### config.mk
export PLATFORM = sky130hd
export DESIGN_NAME = playback_sequencer_flat
export DESIGN_NICKNAME = d
export VERILOG_FILES = /design/src/rtl/playback_sequencer_pkg.sv /design/src/rtl/playback_sequencer_if.sv /design/src/rtl/playback_sequencer_sample_ticker.sv /design/src/rtl/playback_sequencer.sv /design/src/flat_wrapper.sv
export SDC_FILE = /design/constraint.sdc
export NUM_CORES = 1
export LEC_CHECK = 0
export CAP_MARGIN = 20
export CORE_MARGIN = 3
export CORE_UTILIZATION = 45
export DETAILED_ROUTE_END_ITERATION = 16
export PLACE_DENSITY = 0.79
export RECOVER_POWER = 100
export SLEW_MARGIN = 20
export SYNTH_ARGS = -nofsm -noshare
export SYNTH_HDL_FRONTEND = slang
export SYNTH_SLANG_ARGS = --single-unit
### constraint.sdc
create_clock -name ipClk -period 2.53 [get_ports ipClk]
set_clock_uncertainty 0.1 [all_clocks]
set_input_delay 0.506 -clock ipClk [delete_from_list [all_inputs] [get_ports ipClk]]
set_output_delay 0.506 -clock ipClk [all_outputs]
set_load 0.02 [all_outputs]
### src/rtl/playback_sequencer_pkg.sv
// Shared types and widths for the playback sequencer: FSM state encoding,
// default widths and the register-file views of the block.
package playback_sequencer_pkg;

  localparam int PB_DATA_W      = 16;
  localparam int PB_DIV_W       = 16;
  localparam int PB_LEVEL_W     = 10;
  localparam int PB_COUNT_W     = 16;
  localparam int PB_PRIME_LEVEL = 256;

  typedef enum logic [1:0] {
    IDLE     = 2'd0,
    PRIME    = 2'd1,
    PLAY     = 2'd2,
    UNDERRUN = 2'd3
  } playback_state_t;

  typedef struct packed {
    playback_state_t         playback_state;
    logic [PB_COUNT_W-1:0]   underrun_count;
  } rd_registers_t;

  typedef struct packed {
    logic                    playback_enable;
    logic [PB_DIV_W-1:0]     sample_div;
    logic                    clear_underrun;
  } wr_registers_t;

  // Saturating +1 for the underrun counter.
  function automatic logic [PB_COUNT_W-1:0] sat_inc(input logic [PB_COUNT_W-1:0] v);
    return (v == '1) ? v : v + PB_COUNT_W'(1);
  endfunction

endpackage

### src/rtl/playback_sequencer_if.sv
// Bundle of FIFO-side, register-side and PWM-side signals of the sequencer.
// master = the sequencer itself, slave = the surrounding FIFO/regfile/PWM.
interface playback_sequencer_if #(
  parameter int DATA_W  = 16,
  parameter int DIV_W   = 16,
  parameter int LEVEL_W = 10
);
  logic               ipEnable;
  logic [DIV_W-1:0]   ipSampleDiv;
  logic [LEVEL_W-1:0] ipFIFO_Level;
  logic [DATA_W-1:0]  ipData;
  logic               ipValid;
  logic               ipClearCount;
  logic               opRead;
  logic [DATA_W-1:0]  opSample;
  logic               opSampleStrobe;
  logic [1:0]         opState;
  logic [15:0]        opUnderrunCount;
  logic [7:0]         opPwmDuty;

  modport master (
    input  ipEnable, ipSampleDiv, ipFIFO_Level, ipData, ipValid, ipClearCount,
    output opRead, opSample, opSampleStrobe, opState, opUnderrunCount, opPwmDuty
  );

  modport slave (
    output ipEnable, ipSampleDiv, ipFIFO_Level, ipData, ipValid, ipClearCount,
    input  opRead, opSample, opSampleStrobe, opState, opUnderrunCount, opPwmDuty
  );
endinterface

### src/rtl/playback_sequencer_sample_ticker.sv
// Sample-period down-counter: tick while the count is zero, reload on a pop,
// clear outside active playback; the divisor is only sampled at reload.
module sample_ticker #(
  parameter int DIV_W = 16
) (
  input  logic             ipClk,
  input  logic             ipReset,
  input  logic             clear,
  input  logic             reload,
  input  logic [DIV_W-1:0] reload_val,
  output logic             tick
);

  logic [DIV_W-1:0] cnt_d, cnt_q;

  assign tick = (cnt_q == '0);

  always_comb begin
    cnt_d = cnt_q;
    if (clear) begin
      cnt_d = '0;
    end else if (reload) begin
      cnt_d = reload_val;
    end else if (!tick) begin
      cnt_d = cnt_q - DIV_W'(1);
    end
  end

  always_ff @(posedge ipClk) begin
    if (ipReset) begin
      cnt_q <= '0;
    end else begin
      cnt_q <= cnt_d;
    end
  end

endmodule

### src/rtl/playback_sequencer.sv
// Paces FIFO samples into the PWM at one pop per sample period, primes the FIFO
// first and counts underruns. PLAYBACK_UNDERRUN_HOLD_EN keeps the last sample through underruns.
module playback_sequencer
  import playback_sequencer_pkg::*;
#(
  parameter int DATA_W      = PB_DATA_W,
  parameter int DIV_W       = PB_DIV_W,
  parameter int LEVEL_W     = PB_LEVEL_W,
  parameter int PRIME_LEVEL = PB_PRIME_LEVEL
) (
  input  logic                 ipClk,
  input  logic                 ipReset,
  playback_sequencer_if.master bus
);

  localparam logic [LEVEL_W-1:0] PRIME_LVL = LEVEL_W'(PRIME_LEVEL);

  playback_state_t         state_d, state_q;
  logic [DATA_W-1:0]       sample_d, sample_q;
  logic                    strobe_d, strobe_q;
  logic [PB_COUNT_W-1:0]   underrun_count_d, underrun_count_q;
  logic                    tick, play_live, pop, underrun, ticker_clear;
  wr_registers_t           wr;
  rd_registers_t           rd;

  assign wr.playback_enable = bus.ipEnable;
  assign wr.sample_div      = PB_DIV_W'(bus.ipSampleDiv);
  assign wr.clear_underrun  = bus.ipClearCount;

  // Disable and reset both veto the pop in the cycle they arrive.
  assign play_live    = (state_q == PLAY) && wr.playback_enable && !ipReset;
  assign pop          = play_live && tick && bus.ipValid;
  assign underrun     = play_live && tick && !bus.ipValid;
  assign ticker_clear = !play_live || underrun;

  sample_ticker #(.DIV_W(DIV_W)) u_ticker (
    .ipClk      (ipClk),
    .ipReset    (ipReset),
    .clear      (ticker_clear),
    .reload     (pop),
    .reload_val (bus.ipSampleDiv),
    .tick       (tick)
  );

  always_comb begin
    state_d  = state_q;
    sample_d = sample_q;
    strobe_d = pop;
    case (state_q)
      IDLE: begin
        sample_d = '0;
        state_d  = PRIME;
      end
      PRIME: begin
        if (bus.ipFIFO_Level >= PRIME_LVL) begin
          state_d = PLAY;
        end
      end
      PLAY: begin
        if (pop) begin
          sample_d = bus.ipData;
        end else if (underrun) begin
          state_d = UNDERRUN;
`ifndef PLAYBACK_UNDERRUN_HOLD_EN
          sample_d = '0;
`endif
        end
      end
      default: begin
        state_d = PRIME;
      end
    endcase
    if (!wr.playback_enable) begin
      state_d  = IDLE;
      sample_d = '0;
    end
  end

  // Clear first so a coincident underrun still lands as a count of one.
  always_comb begin
    underrun_count_d = wr.clear_underrun ? '0 : underrun_count_q;
    if (underrun) begin
      underrun_count_d = sat_inc(underrun_count_d);
    end
  end

  always_ff @(posedge ipClk) begin
    if (ipReset) begin
      state_q          <= IDLE;
      sample_q         <= '0;
      strobe_q         <= 1'b0;
      underrun_count_q <= '0;
    end else begin
      state_q          <= state_d;
      sample_q         <= sample_d;
      strobe_q         <= strobe_d;
      underrun_count_q <= underrun_count_d;
    end
  end

  assign rd.playback_state = state_q;
  assign rd.underrun_count = underrun_count_q;

  assign bus.opRead          = pop;
  assign bus.opSample        = sample_q;
  assign bus.opSampleStrobe  = strobe_q;
  assign bus.opState         = rd.playback_state;
  assign bus.opUnderrunCount = rd.underrun_count;
  // PWM wants offset binary: flip the sign bit, keep the top magnitude bits.
  assign bus.opPwmDuty       = {~sample_q[DATA_W-1], sample_q[DATA_W-2 -: 7]};

endmodule

### src/flat_wrapper.sv
// flat-port wrapper written by rule: the top's interface ports become plain ports
module playback_sequencer_flat import playback_sequencer_pkg::*;
#(
  parameter int DATA_W      = PB_DATA_W,
  parameter int DIV_W       = PB_DIV_W,
  parameter int LEVEL_W     = PB_LEVEL_W,
  parameter int PRIME_LEVEL = PB_PRIME_LEVEL
)
  (ipClk, ipReset, bus_ipEnable, bus_ipSampleDiv, bus_ipFIFO_Level, bus_ipData, bus_ipValid, bus_ipClearCount, bus_opRead, bus_opSample, bus_opSampleStrobe, bus_opState, bus_opUnderrunCount, bus_opPwmDuty);
  playback_sequencer_if #(.DATA_W(DATA_W), .DIV_W(DIV_W), .LEVEL_W(LEVEL_W)) bus_i ();
  input  logic ipClk;
  input  logic ipReset;
  input wire logic [$bits(bus_i.ipEnable)-1:0] bus_ipEnable;
  input wire logic [$bits(bus_i.ipSampleDiv)-1:0] bus_ipSampleDiv;
  input wire logic [$bits(bus_i.ipFIFO_Level)-1:0] bus_ipFIFO_Level;
  input wire logic [$bits(bus_i.ipData)-1:0] bus_ipData;
  input wire logic [$bits(bus_i.ipValid)-1:0] bus_ipValid;
  input wire logic [$bits(bus_i.ipClearCount)-1:0] bus_ipClearCount;
  output wire logic [$bits(bus_i.opRead)-1:0] bus_opRead;
  output wire logic [$bits(bus_i.opSample)-1:0] bus_opSample;
  output wire logic [$bits(bus_i.opSampleStrobe)-1:0] bus_opSampleStrobe;
  output wire logic [$bits(bus_i.opState)-1:0] bus_opState;
  output wire logic [$bits(bus_i.opUnderrunCount)-1:0] bus_opUnderrunCount;
  output wire logic [$bits(bus_i.opPwmDuty)-1:0] bus_opPwmDuty;
  assign bus_i.ipEnable = bus_ipEnable;
  assign bus_i.ipSampleDiv = bus_ipSampleDiv;
  assign bus_i.ipFIFO_Level = bus_ipFIFO_Level;
  assign bus_i.ipData = bus_ipData;
  assign bus_i.ipValid = bus_ipValid;
  assign bus_i.ipClearCount = bus_ipClearCount;
  assign bus_opRead = bus_i.opRead;
  assign bus_opSample = bus_i.opSample;
  assign bus_opSampleStrobe = bus_i.opSampleStrobe;
  assign bus_opState = bus_i.opState;
  assign bus_opUnderrunCount = bus_i.opUnderrunCount;
  assign bus_opPwmDuty = bus_i.opPwmDuty;
  playback_sequencer #(.DATA_W(DATA_W), .DIV_W(DIV_W), .LEVEL_W(LEVEL_W), .PRIME_LEVEL(PRIME_LEVEL)) u_core (.ipClk(ipClk), .ipReset(ipReset), .bus(bus_i));
endmodule
## Yosys cells after proc, flatten, opt, wreduce, memory -nomap -nowiden

Cells that the tools add are included.

| word-level totals | value |
|---|---|
| word-level logic and storage cells | 46 |
| input port bits | 47 |
| bits in registers | 51 |
| output and inout port bits | 44 |

| cells by class | value |
|---|---|
| bitwise logic cells | 2 |
| add/sub/neg operators | 2 |
| reduce and logical (&&, ||, !) cells | 16 |
| muxes and demuxes | 12 |
| order comparisons | 1 |
| equality and inequality tests | 8 |

Operators with widths:

| operator | number |
|---|---|
| 16-bit two-way mux | 7 |
| 16-bit case mux with 2 select lines | 1 |
| 16-bit by 1-bit adder with 16-bit output (second input constant) | 1 |
| 16-bit == test (second input constant) | 1 |
| 16-bit logical NOT | 1 |
| 16-bit by 1-bit subtractor with 16-bit output (second input constant) | 1 |
| 10-bit by 9-bit greater-or-equal comparator with 1-bit output (second input constant) | 1 |
| 2-bit two-way mux | 3 |
| 1-bit logical AND | 5 |
| 2-bit by 1-bit != test with 1-bit output (second input constant) | 2 |
| 2-bit != test (second input constant) | 2 |
| 2-bit case mux with 2 select lines | 1 |
| 2-bit OR reduction | 2 |
| 1-bit logical NOT | 3 |
| 3-bit by 2-bit != test with 1-bit output (second input constant) | 1 |
| 3-bit AND reduction | 1 |
| 2-bit by 1-bit == test with 1-bit output (second input constant) | 1 |
| 2-bit == test (second input constant) | 1 |
| 2-bit logical NOT | 1 |
| 1-bit inverter | 2 |
| 2-bit AND reduction | 1 |
| 2-bit nonzero test | 1 |
| 1-bit logical OR | 1 |

## Logic depth before layout (Yosys ltp)

Gate-level depths: netlist (run 1).

| depth | value |
|---|---|
| depth after elaboration | 8 |
| gate-level depth with buffers | 10 |
| gate-level depth less buffers | 7 |

## Hierarchy

From an unflattened synthesis (run 1), not the netlist that was laid out.

| second synthesis, totals | value |
|---|---|
| cell total of the unflattened synthesis | 313 |
| area, all modules | 2737.6 um^2 |

Modules (own cells, without submodules):

| module | area an instance (um^2) | seq. area each (um^2) | instances | cells each |
|---|---|---|---|---|
| playback_sequencer | 1826.8 | 700.7 | 1 | 200 |
| sample_ticker | 910.9 | 320.3 | 1 | 113 |

## Worst setup path before layout (run 1)

OpenSTA, ideal clock, no wires.

| timing path | value |
|---|---|
| path kind | flip-flop to output port |
| start | register u_core.u_ticker.cnt_q[0] |
| end | output bus_opRead |
| path slack | 152 ps |
| cell stages (with the launch flop) | 9 |
| arrival | 1772 ps |
| path buffers | 3 |
| required time | 1924 ps |
| cells stage by stage | dfxtp_1 > inv_1 > ha_1 > or4b_1 > buf_2 > nor2_1 > and4_1 > buf_2 > buf_2 |

| on the way | value |
|---|---|
| longest elaborated chain between the ends | 3 |

Ends and longest elaborated chain:

| item | line | text |
|---|---|---|
| from (decl) | playback_sequencer_sample_ticker.sv:14 | `logic [DIV_W-1:0] cnt_d, cnt_q;` |
| from (signal assigned) | playback_sequencer_sample_ticker.sv:33 | `cnt_q <= cnt_d;` |
| 16-bit logical NOT | playback_sequencer_sample_ticker.sv:16 | `assign tick = (cnt_q == '0);` |
| 1-bit logical AND (2 in a row) | playback_sequencer.sv:32 | `assign pop = play_live && tick && bus.ipValid;` |
| to (decl) | flat_wrapper.sv:19 | `output wire logic [$bits(bus_i.opRead)-1:0] bus_opRead;` |

No other way between the ends.

## Worst setup path in the final report (run 1)

| timing path | value |
|---|---|
| start | register u_core.u_ticker.cnt_q[1] |
| end | register u_core.underrun_count_q[13] (netlist: u_core.bus.opUnderrunCount[13]) |

| on the way | value |
|---|---|
| longest elaborated chain between the ends | 4 |

Ends and longest elaborated chain:

| item | line | text |
|---|---|---|
| 16-bit logical NOT | playback_sequencer_sample_ticker.sv:16 |  |
| 1-bit logical AND (2 in a row) | playback_sequencer.sv:33 | `assign underrun = play_live && tick && !bus.ipValid;` |
| 16-bit two-way mux | playback_sequencer.sv:82 | `if (underrun) begin` |
| to (signal assigned) | playback_sequencer.sv:97 | `underrun_count_q <= underrun_count_d;` |
| to (decl) | playback_sequencer.sv:21 | `logic [PB_COUNT_W-1:0] underrun_count_d, underrun_count_q;` |

No other way between the ends.
A chain may end at the register's enable or synchronous reset.

==> results of run 1 <==
-- report_power, final --
part	internal [mW]	leakage, nW	total [mW]	switching [mW]
clock	0.204	0.0491	0.507	0.303
sequential	0.805	0.412	0.808	0.00321
combinational	0.0945	1.10	0.176	0.0812
total	1.10	1.56	1.49	0.388
-- state kept, by name, indices dropped and copies added, names as in the netlist --
name,count
u_core.bus.opSample,16
u_core.bus.opUnderrunCount,16
u_core.u_ticker.cnt_q,16
u_core.bus.opState,2
u_core.bus.opSampleStrobe,1
-- metrics by stage --
step	total power, mW	cells	util, %	instance area [um2]
4_1_cts	1.50	488	67.3	3750
3_5_place_dp	1.00	480	65.6	3660
5_1_grt	1.55	491	68.7	3830
3_3_place_gp	0.997	480	65.6	3660
2_1_floorplan	0.901	318	-	2620
6_report	1.49	491	68.7	3830
-- cell type report --
type,count,area (um2)
Timing Repair Buffer,120,1100
Tap cell,72,90.1
Multi-Input combinational cell,229,1480
Clock buffer,5,68.8
Sequential cell,51,1020
Clock inverter,3,26.3
Inverter,11,41.3
Fill cell,469,1740
-- routing by layer --
layer	global-route usage [%]	wire length, um	up-vias
met5	0	0	-
met2	36.5	3570	108
li1	-	-	1347
met3	4.99	454	9
met4	7.97	121	0
met1	28.2	3240	1259
-- cells by family (layout without fill, tap and decap cells) --
group | Yosys count | count (layout) | synth area share [%]
flip-flops | 51 | 51 | 39.0
buffers and inverters | 38 | 139 | 6.69
multiplexers | 4 | 4 | 1.58
AND/OR/NAND/NOR | 131 | 131 | 27.5
XOR/XNOR | 7 | 7 | 2.34
AO/OA/AOI/OAI | 80 | 80 | 19.6
adder cells (fa/ha/maj) | 7 | 7 | 3.34
-- timing repair --
item | 4_1_cts | 5_1_grt
endpoints found under the hold margin | 0 | 0
hold buffers | 0 | 0
pin swaps | 0 | 22
buffers inserted | 0 | 2
endpoints found under the setup margin | 1 | 11
gates cloned | 0 | 1
gates resized for setup | 4 | 20
-- synthesized netlist by cell type, types with 2 or more instances --
cell | instances | share of area [%]
dfxtp_1 | 51 | 39
nor4_1 | 5 | 1.2
and3b_1 | 2 | 0.67
o21ai_0 | 14 | 2.7
nor2b_1 | 11 | 2.6
inv_1 | 11 | 1.6
and4_1 | 5 | 1.7
xor2_1 | 3 | 1.0
a211oi_1 | 11 | 3.2
nand2_1 | 17 | 2.4
buf_2 | 4 | 0.76
a2111oi_0 | 2 | 0.67
ha_1 | 7 | 3.3
nand3_1 | 18 | 3.4
or3_1 | 12 | 2.9
xnor2_1 | 4 | 1.3
nand4_1 | 4 | 0.96
clkbuf_1 | 15 | 2.1
a21oi_1 | 26 | 5.0
nor3_1 | 10 | 1.9
mux2i_1 | 3 | 1.1
a22oi_1 | 17 | 4.9
nand2b_1 | 2 | 0.48
nor2_1 | 28 | 4.0
buf_4 | 7 | 2.0
and2_1 | 3 | 0.72
and3_1 | 6 | 1.4
-- how the worst max path moves through the flow --
stage | endpoint | slack [ns] | depth (start not counted)
global route | u_core.bus.opUnderrunCount[13] | -0.09 | 9
CTS | bus_opRead | 0.02 | 6
detailed placement | bus_opRead | -0.18 | 5
global placement | bus_opRead | -0.19 | 5
floorplan | bus_opRead | 0.15 | 8
finish | u_core.bus.opUnderrunCount[13] | 0.02 | 9
-- critical path, cell delays in order, from the launching register on --
cell and delay, ns:
dfxtp_2 0.34, inv_2 0.05, ha_2 0.15, or4b_4 0.47
buf_6 0.15, nor4_4 0.27, o211ai_1 0.20, buf_4 0.20
or3_1 0.36, a21oi_1 0.15
==> metrics.sh, run 1 <==
POST_SYNTH_INST_COUNT=318
SETUP_VIOL=0
CLOCK_SINKS=51
FINAL_MIN_PERIOD_OVER_CLOCK_PERIOD_PCT=99.2
DETAIL_ROUTE.WIRELENGTH_UM=7390
SYN-NUM-NETS=372
CLK_PATH_BUF_DEPTH=2
SETUP.WORST_PATH.START='u_core.u_ticker.cnt_q[1]'
MAX_CAP_VIOL_COUNT=0
SYNTH-EDFF-COUNT=0
WORST_R2R_STARTPOINT='u_core.u_ticker.cnt_q[1]'
WORSTHOLDPATHCELLS=2
LEAKAGE_nW=1.56
HOLDPATHEND='u_core.bus.opSample[0]'
DRTPASS1ITERATIONS=5
POST_DRT_WL_PER_CELL_UM=15.0
R2R-END='u_core.bus.opUnderrunCount[13]'
SLEW_HEADROOM_PCT=57.6
RSZ0062_AT_GRT='true'
CLKSLEWWORSTSETUPHOLDPATHS_NS=0.10
DRIVE_GT1_SHARE_PCT=16.2
FINALHOLDWORSTSLACK_NS=0.404
MAX-VDD-IR-DROP_V=0.000222
RESULT_OF_THE_RUN='complete, no violations'
GRT_ANTENNA_BEFORE_REPAIR=0
WORSTSETUPENDPOINTTYPE='flop'
ASYNC_FLOP_SHARE_PCT=0
YS_DOMINANT_REG_CELL='dfxtp_1'
HOLD_VIOL_FINAL=0
SYNTH-SEQ-CELLS=51
DRT-INITIAL-DRC-COUNT=118
PLACE.PORT_BUFFERS=82
CTS_BUFFERS=5
GRT_PASS1_VIAS=2546
PRECTSSETUPSLACK_NS=-0.177
FLOORPLAN.CORE_AREA_MM2=0.00557
YS_SEQ_AREA_SHARE_PCT=39.0
CLOCK.FMAX_MHz=399
SETUP_SLACK_NS=0.0209
FINAL_TNS_SETUP_NS=0
HTREE_LEVELS=2
WORST_PIN_SLEW_NS=0.619
POSTSYNTHAREAPERCELL_UM2=8.24
OVERFLOW=0
FINALMAXSLEWVIOLATIONS=0
FF2FF_SETUP_SLACK_NS=0.02
VIA_PER_INST=5.55
GP_CONGESTION=0.781
CP_DATA_REQUIRED_TIME_NS=2.68
LAYOUT_COMMONEST_CELL='dfxtp_1'
CLK_LATENCY_NS=0.31
MIN_PATH_TYPE='reg -> reg'
POST-DP-HPWL_UM=5270
TOP_LEVEL_PORTS=91
ROUTED-VIA-COUNT=2723
GRT_START_MAX_NET_PINS=19
CRITPATHLAUNCHTYPE='flop'
N_ANTENNA_CELL=0
PATH_CLASS='reg -> reg'
FLOW.AREA_GROWTH_FROM_SYNTHESIS_PCT=46.3
OVERALL_DIE_HEIGHT_UM=82.3
FINAL_CELL_MIX='dfxtp_1, clkdlybuf4s50_1, buf_4, dlygate4sd3_1, nor2_1'
HP-START='u_core.bus.opSample[0]'
CTS_TREE='yes'
R2R_CELLS=9
SYNTH.YOSYS.WARNINGS=0
WORSTPATHMAXFANOUT=6
CP_DATA_ARRIVAL_TIME_NS=2.66
SYNTH_CELL_TYPES=47
DIE_W_UM=82.3
INITIAL_UTILIZATION_PCT=47.0
FLOORPLAN.ROWS=27
POWER.DENSITY_CELL_AREA_mW_PER_MM2=389
GLOBAL_ROUTE_WIRE_LENGTH_BEFORE_REPAIR_UM=11800
TIMING.FINAL.CRIT_PERIOD_NS=2.51
FINAL_NET_COUNT=472
POST_DETAILED_ROUTE_COUNT_OF_ANTENNA_VIOLATING_NETS=0
ROUTE.DETAILED.DRC=0
CTSROOTBUFFERMASTER='clkbuf_8'
GR_USAGE_TOTAL_PCT=22.1
NETLIST_AREA_PRE_PLACE_MM2=0.00262
DIEAREA_MM2=0.00677
Note: power is estimated with default switching activity, not from simulation.
==> inputs of run 2 (changes only) <==
--- a/config.mk
+++ b/config.mk
@@ -6,7 +6,6 @@
 export NUM_CORES = 1
 export LEC_CHECK = 0
 export CAP_MARGIN = 20
-export CORE_MARGIN = 3
 export CORE_UTILIZATION = 45
 export DETAILED_ROUTE_END_ITERATION = 16
 export PLACE_DENSITY = 0.79
==> metrics.sh, run 2 (synthesized netlist as in run 1, its figures left out) <==
DIE_W_UM=78.3  # -4.9%
CLOCK_SINKS=51  # unchanged
TOP_LEVEL_PORTS=91  # unchanged
WORSTPATHMAXFANOUT=6  # unchanged
GR_USAGE_TOTAL_PCT=22.1  # about the same
POST-DP-HPWL_UM=5050  # -4.3%
FINAL_NET_COUNT=472  # unchanged
DRTPASS1ITERATIONS=5  # unchanged
FLOORPLAN.CORE_AREA_MM2=0.00557  # unchanged
PRECTSSETUPSLACK_NS=-0.180  # -0.00313 ns
ROUTE.DETAILED.DRC=0  # unchanged
HOLD_VIOL_FINAL=0  # unchanged
RESULT_OF_THE_RUN='complete, no violations'
WORSTSETUPENDPOINTTYPE='flop'
DRIVE_GT1_SHARE_PCT=14.8  # -1.4 points
FINAL.FILL_COUNT=459  # -2.1%
PLACE.PORT_BUFFERS=82  # unchanged
POWER.DENSITY_CELL_AREA_mW_PER_MM2=396  # +1.7%
MAX_CAP_VIOL_COUNT=0  # unchanged
WORSTHOLDPATHCELLS=2  # unchanged
POST_DRT_WL_PER_CELL_UM=14.1  # -6.2%
WORST_PIN_SLEW_NS=0.597  # -0.0224 ns
CLK_LATENCY_NS=0.31  # about the same
DRT-INITIAL-DRC-COUNT=137  # +16%
FLOORPLAN.ROWS=27  # unchanged
MULTI_INPUT_COMB_AREA_MM2=0.00145  # -1.9%
TIMING.FINAL.CRIT_PERIOD_NS=2.48  # -0.0330 ns
CLOCK.FMAX_MHz=404  # +1.3%
HTREE_LEVELS=2  # unchanged
DIEAREA_MM2=0.00613  # -9.5%
MIN_PATH_TYPE='reg -> reg'
SLEW_HEADROOM_PCT=59.2  # +1.5 points
RSZ0062_AT_GRT='true'
INITIAL_UTILIZATION_PCT=47.0  # unchanged
AREA.SEQUENTIAL_MM2=0.00102  # unchanged
GRT_ANTENNA_BEFORE_REPAIR=0  # unchanged
GRT_PASS1_VIAS=2400  # -5.7%
SETUP_VIOL=0  # unchanged
ROUTED-VIA-COUNT=2691  # -1.2%
CRITPATHLAUNCHTYPE='flop'
GRT_START_MAX_NET_PINS=19  # unchanged
LAYOUT_COMMONEST_CELL='clkdlybuf4s50_1'
MAX-VDD-IR-DROP_V=0.000283  # +27%
LEAKAGE_nW=1.49  # -4.1%
CTS_TREE='yes'
VIA_PER_INST=5.48  # -1.2%
CLK_PATH_BUF_DEPTH=2  # unchanged
FLOW.AREA_GROWTH_FROM_SYNTHESIS_PCT=45.6
GLOBAL_ROUTE_WIRE_LENGTH_BEFORE_REPAIR_UM=10900  # -7.1%
CTS_BUFFERS=5  # unchanged
FINAL_CELL_MIX='clkdlybuf4s50_1, dfxtp_1, buf_4, nor2_1, a21oi_1'
DETAIL_ROUTE.WIRELENGTH_UM=6930  # -6.2%
FINAL_MIN_PERIOD_OVER_CLOCK_PERIOD_PCT=97.9  # -1.3 points
FF2FF_SETUP_SLACK_NS=0.05  # +0.03 ns
FINAL_CORE_UTILIZATION_PCT=68.4  # -0.34 points
N_ANTENNA_CELL=0  # unchanged
PATH_CLASS='reg -> reg'
FINAL_TNS_SETUP_NS=0  # unchanged
R2R_CELLS=9  # unchanged
CLKSLEWWORSTSETUPHOLDPATHS_NS=0.10  # about the same
FINALMAXSLEWVIOLATIONS=0  # unchanged
OVERFLOW=0  # unchanged
CP_DATA_ARRIVAL_TIME_NS=2.60  # -0.06 ns
OVERALL_DIE_HEIGHT_UM=78.3  # -4.9%
POST_DETAILED_ROUTE_COUNT_OF_ANTENNA_VIOLATING_NETS=0  # unchanged
GP_CONGESTION=0.831  # +6.4%
CP_DATA_REQUIRED_TIME_NS=2.66  # -0.02 ns
CTSROOTBUFFERMASTER='clkbuf_8'
SETUP_SLACK_NS=0.0539  # +0.0330 ns
run 2: changes by cell type in the layout (fill, tap and decap cells not counted), sizes merged:
| cell | change |
|---|---|
| inv | -2 |
| clkinv | -1 |
| clkbuf | +2 |
| clkinvlp | +1 |
| dlygate4sd3 | -19 |
| clkdlybuf4s50 | +19 |
run 2: worst max-delay path, stage by stage (launching register included):
cell and delay, ns:
dfxtp_2 0.33, inv_2 0.05, ha_2 0.15, or4b_4 0.48, buf_6 0.15, nor4_4 0.26, o211ai_1 0.15, buf_4 0.18
or3_4 0.36, a211oi_2 0.20
run 2: cell type report:
cell class                 count  share of cell area, %
multi-input combinational    229                   38.0
inverter                      11                   1.08
sequential                    51                   26.8
timing repair buffer         120                   29.0
clock buffer                   7                   2.53
clock inverter                 1                  0.197
tap                           72                   2.36
run 2: metrics by stage:
stage          cells  hold slack, ns  area, um2  power, mW
2_1_floorplan    318           0.386       2620      0.901
3_3_place_gp     480           0.377       3660      0.996
3_5_place_dp     480           0.384       3660      0.999
4_1_cts          488           0.408       3760       1.52
5_1_grt          491           0.428       3810       1.56
6_report         491           0.397       3810       1.51
run 2: worst paths after layout:
path                                                        to                startpoint
worst max register to register  u_core.bus.opUnderrunCount[15]  u_core.u_ticker.cnt_q[0]
worst min register to register          u_core.bus.opSample[4]    u_core.bus.opSample[4]
worst min-delay path                    u_core.bus.opSample[4]    u_core.bus.opSample[4]
worst max-delay path            u_core.bus.opUnderrunCount[15]  u_core.u_ticker.cnt_q[0]
run 2: metal layers:
metal | vias up | part of all wire, % | global-route usage [%]
met3 | 8 | 5.8 | 4.65
met4 | 0 | 1.1 | 5.56
met5 | - | 0 | 0
li1 | 1343 | - | -
met1 | 1265 | 45 | 28.4
met2 | 75 | 49 | 37.5
run 2: power breakdown:
part	leakage, nW	internal [mW]	switching, mW
registers	0.412	0.805	0.00315
logic	1.03	0.0942	0.0792
clock network	0.0505	0.249	0.278
total	1.49	1.15	0.360
run 2: repair_timing:
| action | in CTS | in global routing |
|---|---|---|
| pin swaps | 0 | 4 |
| hold buffers | 0 | 0 |
| buffers inserted | 0 | 3 |
| endpoints found under the setup margin | 1 | 11 |
| resized for setup | 4 | 11 |
==> inputs of run 3 (changes only) <==
--- a/config.mk
+++ b/config.mk
@@ -5,8 +5,9 @@
 export SDC_FILE = /design/constraint.sdc
 export NUM_CORES = 1
 export LEC_CHECK = 0
+export ABC_AREA = 1
 export CAP_MARGIN = 20
-export CORE_UTILIZATION = 45
+export CORE_UTILIZATION = 48
 export DETAILED_ROUTE_END_ITERATION = 16
 export PLACE_DENSITY = 0.79
 export RECOVER_POWER = 100
==> metrics.sh, run 3 <==
CRITPATHLAUNCHTYPE='input pin'
MIN_PATH_TYPE='reg -> reg'
WORST_PIN_SLEW_NS=0.494  # -0.103 ns
DRT-INITIAL-DRC-COUNT=216  # +58%
FINALMAXSLEWVIOLATIONS=0  # unchanged
GRT_ANTENNA_BEFORE_REPAIR=0  # unchanged
DRTPASS1ITERATIONS=5  # unchanged
INITIAL_UTILIZATION_PCT=50.2  # +3.2 points
FINAL_NET_COUNT=636  # +35%
NUMBER_OF_BUFFERS_INSERTED_TO_REPAIR_SETUP_AFTER_CTS=0  # unchanged
PLACE.PORT_BUFFERS=82  # unchanged
TIMING.FINAL.CRIT_PERIOD_NS=2.37  # -0.107 ns
GRT_PASS1_VIAS=3274  # +36%
SLOWEST_CELL_ON_THE_CRITICAL_PATH='clkdlybuf4s50_1'
HTREE_LEVELS=2  # unchanged
CP_DATA_REQUIRED_TIME_NS=2.68  # +0.02 ns
HOLDBUFCOUNTCTS=0  # unchanged
POST_DETAILED_ROUTE_COUNT_OF_ANTENNA_VIOLATING_NETS=0  # unchanged
SYNTH_COMMON_CELLS='nand2_1, nor2_1, dfxtp_1, inv_1, nand3_1'
LAYOUT_COMMONEST_CELL='nand2_1'
SETUP_SLACK_NS=0.161  # +0.107 ns
TOTAL_POWER_mW=1.50  # -0.34%
FINAL_TNS_SETUP_NS=0  # unchanged
CTSROOTBUFFERMASTER='clkbuf_8'
FINAL.FILL_COUNT=562  # +22%
DIE_W_UM=83.7  # +6.9%
CLKSLEWWORSTSETUPHOLDPATHS_NS=0.11  # about the same
CRIT_FAMILY='simple AND/OR/NAND/NOR gates'
DETAIL_ROUTE.WIRELENGTH_UM=8380  # +21%
ROUTED-VIA-COUNT=3470  # +29%
FLOORPLAN.ROWS=29  # +7.4%
WORSTPATHCELLLIST='clkdlybuf4s50_1 -> nor2_1 -> ha_1 -> nand2_1 -> nor2_1 -> nand2_2 -> nor2_4 -> nand3_2 -> nand3_1 -> nand2_1 -> a21oi_1'
POST-SYNTH-TOP-COUNT-CELL='nand2_1'
DRIVE_GT1_SHARE_PCT=10.6  # -4.2 points
GRT_START_MAX_NET_PINS=19  # unchanged
YS_DOMINANT_REG_CELL='dfxtp_1'
POSTSYNTHAREAPERCELL_UM2=6.58  # -20%
POST_DRT_WL_PER_CELL_UM=12.7  # -10%
SYNTH.YOSYS.WARNINGS=0  # unchanged
OVERFLOW=0  # unchanged
WORST-PATH-BUF-INV=1  # -2
MAX_CAP_VIOL_COUNT=0  # unchanged
FINAL_CELL_MIX='nand2_1, nor2_1, inv_1, dfxtp_1, dlygate4sd3_1'
MAX-VDD-IR-DROP_V=0.000262  # -7.5%
YOSYSTOPAREACELL='dfxtp_1'
ASYNC_FLOP_SHARE_PCT=0  # unchanged
N_ANTENNA_CELL=0  # unchanged
NETLIST.AREA_LEADER.SHARE_PCT=31.9  # -7.1 points
SYN-NUM-NETS=541  # +45%
WORSTPATHMAXFANOUT=13  # +7
FINAL_MIN_PERIOD_OVER_CLOCK_PERIOD_PCT=93.6  # -4.2 points
POST-DP-HPWL_UM=6300  # +25%
OVERALL_DIE_HEIGHT_UM=83.7  # +6.9%
SETUP_VIOL=0  # unchanged
CLK_PATH_BUF_DEPTH=2  # unchanged
CTS_TREE='yes'
DIEAREA_MM2=0.00701  # +14%
PATH_CLASS='in -> reg'
VIA_PER_INST=5.26  # -4.1%
FLOORPLAN.CORE_AREA_MM2=0.00639  # +15%
FLOW.AREA_GROWTH_FROM_SYNTHESIS_PCT=31.4
RSZ0062_AT_GRT='false'
GR_USAGE_TOTAL_PCT=24.0  # +1.9 points
SYNTH_TOP_CELLS_BY_AREA='dfxtp_1, nand2_1, nand3_1'
FINAL_CORE_UTILIZATION_PCT=65.9  # -2.5 points
SYNTH_CELL_TYPES=36  # -23%
POWER.DENSITY_CELL_AREA_mW_PER_MM2=357  # -9.7%
LEAKAGE_nW=1.94  # +30%
CLK_LATENCY_NS=0.32  # about the same
SLEW_HEADROOM_PCT=67.1  # +7.9 points
RESULT_OF_THE_RUN='complete, no violations'
TOP_LEVEL_PORTS=91  # unchanged
SYNTH-EDFF-COUNT=0  # unchanged
CLOCK_SINKS=51  # unchanged
GP_CONGESTION=0.909  # +9.5%
ROUTE.DETAILED.DRC=0  # unchanged
GLOBAL_ROUTE_WIRE_LENGTH_BEFORE_REPAIR_UM=14100  # +28%
POST_SYNTH_INST_COUNT=487  # +53%
NETLIST_AREA_PRE_PLACE_MM2=0.00320  # +22%
CLOCK.FMAX_MHz=422  # +4.5%
CTS_BUFFERS=5  # unchanged
CRITPATHMAXSTAGEDELAY_NS=0.51  # +0.03 ns
CP_DATA_ARRIVAL_TIME_NS=2.52  # -0.08 ns
HOLD_VIOL_FINAL=0  # unchanged
WORSTSETUPENDPOINTTYPE='flop'
SYNTH-SEQ-CELLS=51  # unchanged
PRECTSSETUPSLACK_NS=-0.144  # +0.0362 ns
YS_SEQ_AREA_SHARE_PCT=31.9  # -7.1 points
==> run 3: cell count changes in the layout (fill, tap and decap cells not counted), sizes merged, moves of 8 or more <==
cell           before  now
nand3              18   44
clkdlybuf4s50      65   37
a21oi              26   44
buf                39   19
nand4               4   12
a211oi             11    0
a22oi              17    0
dlygate4sd3        16   44
nor3               11    3
nor2               28   67
nand2              17  151
inv                11   56
or3                12    0
nor2b              11    0
==> run 3: worst paths after layout <==
| check | startpoint | end | slack [ns] | cells after the start |
|---|---|---|---|---|
| worst min register to register | u_core.bus.opSample[6] | u_core.bus.opSample[6] | 0.37 | 2 |
| worst max-delay path | bus_ipClearCount | u_core.bus.opUnderrunCount[2] | 0.16 | 11 |
| worst min-delay path | u_core.bus.opSample[6] | u_core.bus.opSample[6] | 0.37 | 2 |
| worst max register to register | u_core.u_ticker.cnt_q[1] | u_core.bus.opSample[12] | 0.42 | 12 |
==> run 3: logic make-up after synthesis <==
logic type / share of synthesized area [%]
xor gates and xnor gates: 2.73
buffers and inverters: 10.9
adders and majority gates: 2.73
AOI/OAI and AO/OA: 11.2
DFF: 31.9
and+or+nand+nor: 40.6
==> run 3: metal layers <==
layer  up-vias  wire length (um)  share of wire (%)  track usage (%)
li1       1736                 -                  -                -
met1      1552              3550                 42             29.3
met2       163              3950                 47             42.2
met3        19               709                8.5             4.15
met4         0               176                2.1             8.63
met5         -                 0                  0                0
==> run 3: area by class of cell <==
cell class	count	area, um2	share of cell area (%)
flip-flops and latches	51	1020	24.3
repair buffers	105	977	23.2
clock buffers	5	68.8	1.63
clock inverters	3	26.3	0.624
multi-input cells	361	1790	42.6
well taps	77	96.3	2.29
inverters	58	226	5.38
==> run 3: repair_timing <==
action / 4_1_cts / 5_1_grt
resized for setup: 1 / 2
endpoints found under the setup margin: 1 / 1
gates cloned: 0 / 0
pin swaps: 0 / 0
==> run 3: through the flow <==
step,cell area (um2),hold WS [ns],instances
after floorplan,3200,0.435,487
after global placement,4170,0.352,652
after detailed placement,4170,0.358,652
after CTS,4270,0.374,660
after global routing,4210,0.381,660
final,4210,0.369,660
==> run 3: where the power goes <==
| group | total, mW | internal [mW] | switching, mW |
|---|---|---|---|
| logic | 0.173 | 0.0870 | 0.0861 |
| clock network | 0.521 | 0.205 | 0.316 |
| registers | 0.809 | 0.806 | 0.00363 |
| total | 1.50 | 1.10 | 0.406 |
==> run 3: worst reg2reg max path: cells and delay by family (launching register included) <==
kind	cells	cell delay, ns
compound gates	1	0.06
fa+ha+maj	1	0.19
flops	1	0.33
buf+inv	4	0.50
simple gates	6	0.83
==> edit 1, RTL diff (config.mk and constraints of run 2) <==
`sample_q` no longer has a reset.
--- a/src/rtl/playback_sequencer.sv
+++ b/src/rtl/playback_sequencer.sv
@@ -89,3 +89,2 @@
       state_q          <= IDLE;
-      sample_q         <= '0;
       strobe_q         <= 1'b0;
@@ -94,3 +93,2 @@
       state_q          <= state_d;
-      sample_q         <= sample_d;
       strobe_q         <= strobe_d;
@@ -98,2 +96,6 @@
     end
+  end
+
+  always_ff @(posedge ipClk) begin
+    sample_q <= sample_d;
   end
Behaviour: differs if ipReset is asserted again (counterexample within 10 cycles, from zero or initial values and one cycle with ipReset high); with ipReset held inactive, the same outputs for 10 cycles.
==> edit 1 against run 2 <==
Total power decreased by 3.0%; via count decreased by 6.5%; critical endpoint is now u_core.bus.opUnderrunCount[10]; synthesized area up 0.81%; largest power group unchanged; design area decreased by 3.2%; setup slack better by 0.062 ns; sequential share of layout area up 0.82 points; routed wire length decreased by 8.1%; clock power fell by 8.9%; sequential cell count unchanged.
==> edit 1: results (changes against run 2) <==
The number of global-route vias before repair came out at 2,278 (-5.1%). The worst setup timing slack at the placement stage was -0.1877 ns (-0.007457 ns). The placed standard-cell area came to 3601 sq um (-1.6%). The fraction of power consumed by the clock network is 32.8% (-2.1 points). The maximum fanout along the worst path came out at 5 (-1).

The final design area excluding fillers is 3690 sq um (-3.2%). The leakage component of the power came out at 1.466 nW (-1.9%). The met3 global-route usage is 5.233% (+0.58 points). The half-perimeter wire length after detailed placement is 4.625 mm (-8.4%). The buffer share of cell area is 26.79% (-2.2 points). The non-clock inverter total of the final layout was 9 (-2).

The fraction of standard cell area in multi-input logic is 39.64% (+1.6 points). The met2 layer wire length in the routed design came out at 3.023 mm (-10%). The global-route met1 utilization came out at 26.87% (-1.5 points). The run finished with clean final reports. The wire length of the first global-routing pass is 10.46 mm (-4.4%).

The fraction of the mapped netlist area in adder cells is 3.318% (-0.027 points). The aggregate global-route resource usage came to 21.09% (-1.0 points). The total via count in the routed design came out at 2,516 (-6.5%). The layout buffer count excluding clock buffers is 106 (-12%).

The commonest cells after synthesis are 51 x sky130_fd_sc_hd__dfxtp_1, 27 x sky130_fd_sc_hd__nor2b_1, 24 x sky130_fd_sc_hd__a21oi_1. The worst min-delay path endpoint is u_core.bus.opUnderrunCount[8]. The data arrival time of the worst path is 2.55 ns (-0.05 ns).

The capture point of the worst reg-to-reg path is u_core.bus.opSample[12]. The peak ir drop on the vdd network came to 0.0002649 V (-6.4%). The final net count was 442 (-6.4%). The met1 routed wirelength after detailed routing came out at 2.839 mm (-8.1%). The clock network area share came out at 2.543% (-0.18 points). The transition at the pin with the smallest max-transition slack came out at 0.9590 ns (+0.3622 ns). The synthesized net count is 349 (-6.2%). The post-synthesis sequential area ratio came out at 38.67% (-0.31 points).

The number of placed instances with taps included came to 453 (-5.6%). In this run the most critical hold path is launched from u_core.bus.opUnderrunCount[8]. The filler cell count is 469 (+2.2%). The sequential power share came out at 55.3% (+1.7 points). The routed length per instance is 13.81 um (-2.1%). The gate family responsible for the most delay along the worst path is buffers and inverters. The synthesized area per cell came out at 8.949 sq um (+8.7%).

The complex-gate fraction of the synthesized area was 20.09% (+0.51 points). The number of unique standard cell types used by synthesis came out at 52 (+11%). The final worst hold slack is 0.4194 ns (+0.02236 ns).

The total length of routed met3 wires is 486 um (+22%). The proportion of layout cells with a drive suffix above 1 came out at 11.05% (-3.7 points). The number of multi-input combinational cells in the layout is 215 (-6.1%).

The number of iterations in the first detailed-routing pass came out at 4 (-1). The register cell area after layout is 1021 sq um (-0.24%). The largest net degree at the start of global routing came out at 18 (-1). The depth of the worst register-to-register path came out at 8 (-1). The worst setup margin was 0.1154 ns (+0.06151 ns).

The xor-xnor portion of the synthesized cell area is 2.986% (+0.64 points).
## edit 1: changes by cell type after synthesis, sizes merged, moves of 4 or more
cell	change
nor2	-16
nor2b	+16
clkbuf	-9
nand3	-7
nor3	-4
## edit 1: worst max path at each step
stage / startpoint / end / cells past startpoint
5_1_grt: bus_ipClearCount / u_core.bus.opUnderrunCount[14] / 8
2_1_floorplan: bus_ipClearCount / u_core.bus.opUnderrunCount[1] / 10
3_3_place_gp: bus_ipClearCount / u_core.bus.opUnderrunCount[14] / 8
3_5_place_dp: bus_ipClearCount / u_core.bus.opUnderrunCount[14] / 8
4_1_cts: u_core.u_ticker.cnt_q[0] / bus_opRead / 6
6_report: bus_ipClearCount / u_core.bus.opUnderrunCount[10] / 8
## edit 1: repair_timing
item                                    CTS  global route
endpoints found under the setup margin    1             5
gates resized for setup                   3             5
pin swaps                                 0             1
gates cloned                              0             0
==> edit 2, RTL diff (config.mk and constraints of run 2) <==
Made on the original files. The option `PLAYBACK_UNDERRUN_HOLD_EN` is turned on by a define.
--- a/src/rtl/playback_sequencer.sv
+++ b/src/rtl/playback_sequencer.sv
@@ -2,2 +2,4 @@
 // first and counts underruns. PLAYBACK_UNDERRUN_HOLD_EN keeps the last sample through underruns.
+`define PLAYBACK_UNDERRUN_HOLD_EN
+
 module playback_sequencer
Function: changed (a bounded check fails within 10 cycles, from zero or initial values and one cycle with ipReset high).
==> edit 2 against run 2 <==
Routed wire length rose by 2.3%; synthesized area down 0.57%; the run now ends with setup timing left; sequential cell count unchanged; total power rose by 10%; first-iteration DRC count shrank 18%; utilization up 2.6 points; critical path depth fell by 4; highest routed layer unchanged; largest power group unchanged; setup slack got worse by 0.081 ns; design area is 3.2% higher.
==> edit 2: results (changes against run 2) <==
The checks that failed: setup timing. The number of I/O port buffers came out at 82 (unchanged). The proportion of total power due to net switching came out at 21.93% (-1.9 points). The aggregate global-route resource usage is 23.81% (+1.7 points).

Among all stages on the critical path, the largest delay is contributed by sky130_fd_sc_hd__or4_4. The number of global-route vias before repair is 2,593 (+8.0%). The worst min-delay path endpoint is u_core.bus.opSample[6].

The proportion of layout cells with a drive suffix above 1 is 16.78% (+2.0 points). The worst setup timing slack at the placement stage is -0.4652 ns (-0.2850 ns). The detailed-route wire length came to 7.089 mm (+2.3%).

The number of gates given a new drive strength after cts came out at 8 (+4). The maximum fanout along the worst path is 4 (-2). The power share of the combinational group came out at 10.6% (-0.9 points). The half-perimeter wire length after detailed placement came out at 5.187 mm (+2.7%). The capture point of the worst reg-to-reg path is u_core.bus.opUnderrunCount[8].

The clock-pin slew on the worst setup and hold paths came out at 0.10 ns (about the same). The met1 routed wirelength after detailed routing came to 3.061 mm (-0.94%). The number of design-rule violations left by the first detailed-router iteration is 112 (-18%). Sorting the synthesized cells by area gives the leading types as sky130_fd_sc_hd__dfxtp_1 39%, sky130_fd_sc_hd__nand2_1 7.4%, sky130_fd_sc_hd__o21ai_0 4.8%, sky130_fd_sc_hd__a21oi_1 4.6%, sky130_fd_sc_hd__ha_1 3.4%. The transition at the pin with the smallest max-transition slack is 0.5058 ns (-0.09106 ns). The wire length of the first global-routing pass came out at 11.75 mm (+7.4%). The highest metal layer carrying signal wires in the routed design is met4. The power in the clock group is 0.679 mW (+29%).

The data arrival time of the worst path came out at 2.71 ns (+0.11 ns). The peak ir drop on the vdd network came out at 0.0003448 V (+22%). The worst setup margin came to -0.02687 ns (-0.08080 ns). After synthesis, the most frequently instantiated cells are 51 x sky130_fd_sc_hd__dfxtp_1, 51 x sky130_fd_sc_hd__nand2_1, 25 x sky130_fd_sc_hd__o21ai_0. The post-synthesis sequential area ratio is 39.21% (+0.22 points).

The number of failing setup endpoints in the final timing report came out at 1 (+1). The worst min-delay path startpoint is u_core.bus.opSample[6]. The number of buffers added for setup after CTS came to 1 (+1). The leakage component of the power came out at 1.625 nW (+8.8%). The setup total negative slack came out at -0.02687 ns (-0.02687 ns). The largest net degree at the start of global routing came out at 33 (+14). The met2 track demand over resource was 41.23% (+3.7 points). The routability congestion estimate from global placement is 0.8653 (+4.2%).

The flow ran to the end, but the final reports show violations. The final net count was 494 (+4.7%). The net switching component of the power was 0.3652 mW (+1.4%). The depth of the worst register-to-register path is 5 (-4). The number of unique standard cell types used by synthesis is 48 (+2.1%).
-- edit 2: cell types whose count changed after synthesis, moves of 3 or more --
| cell | delta |
|---|---|
| sky130_fd_sc_hd__and4_1 | -3 |
| sky130_fd_sc_hd__nor2_1 | -11 |
| sky130_fd_sc_hd__clkbuf_1 | -4 |
| sky130_fd_sc_hd__o21ai_0 | +11 |
| sky130_fd_sc_hd__xnor2_1 | +5 |
| sky130_fd_sc_hd__nand2_1 | +34 |
| sky130_fd_sc_hd__or3_1 | -4 |
| sky130_fd_sc_hd__nor2b_1 | -5 |
| sky130_fd_sc_hd__buf_2 | -4 |
| sky130_fd_sc_hd__or4_4 | +3 |
| sky130_fd_sc_hd__and3_1 | -5 |
| sky130_fd_sc_hd__or2_2 | +4 |
| sky130_fd_sc_hd__a22oi_1 | -17 |
-- edit 2: kinds of logic (layout without fill, tap and decap cells) --
group | count (synthesis) | in the layout | synth area share (%)
AOI/OAI and AO/OA | 75 | 76 | 17.68
adders and majority gates | 7 | 7 | 3.364
buffers and inverters | 33 | 148 | 6.055
muxes | 4 | 4 | 1.586
and+or+nand+nor | 143 | 143 | 28.06
xor gates and xnor gates | 12 | 12 | 4.037
DFF | 51 | 51 | 39.21
-- edit 2: metrics by stage --
stage          cells  hold slack (ns)  utilization, %  area [sq um]
3_3_place_gp     503           0.3436           67.82          3757
2_1_floorplan    325           0.3488               -          2608
5_1_grt          513           0.3889           71.00          3934
3_5_place_dp     503           0.3516           67.82          3757
4_1_cts          513           0.3655           70.64          3914
6_report         513           0.3583           71.00          3934
-- edit 2: cell type report --
type | count | area (sq um)
fill | 443 | 1607
multi-input combinational | 242 | 1475
timing repair buffer | 127 | 1160
sequential | 51 | 1023
tap | 72 | 90.09
clock buffer | 5 | 68.82
clock inverter | 3 | 67.56
inverter | 13 | 48.80
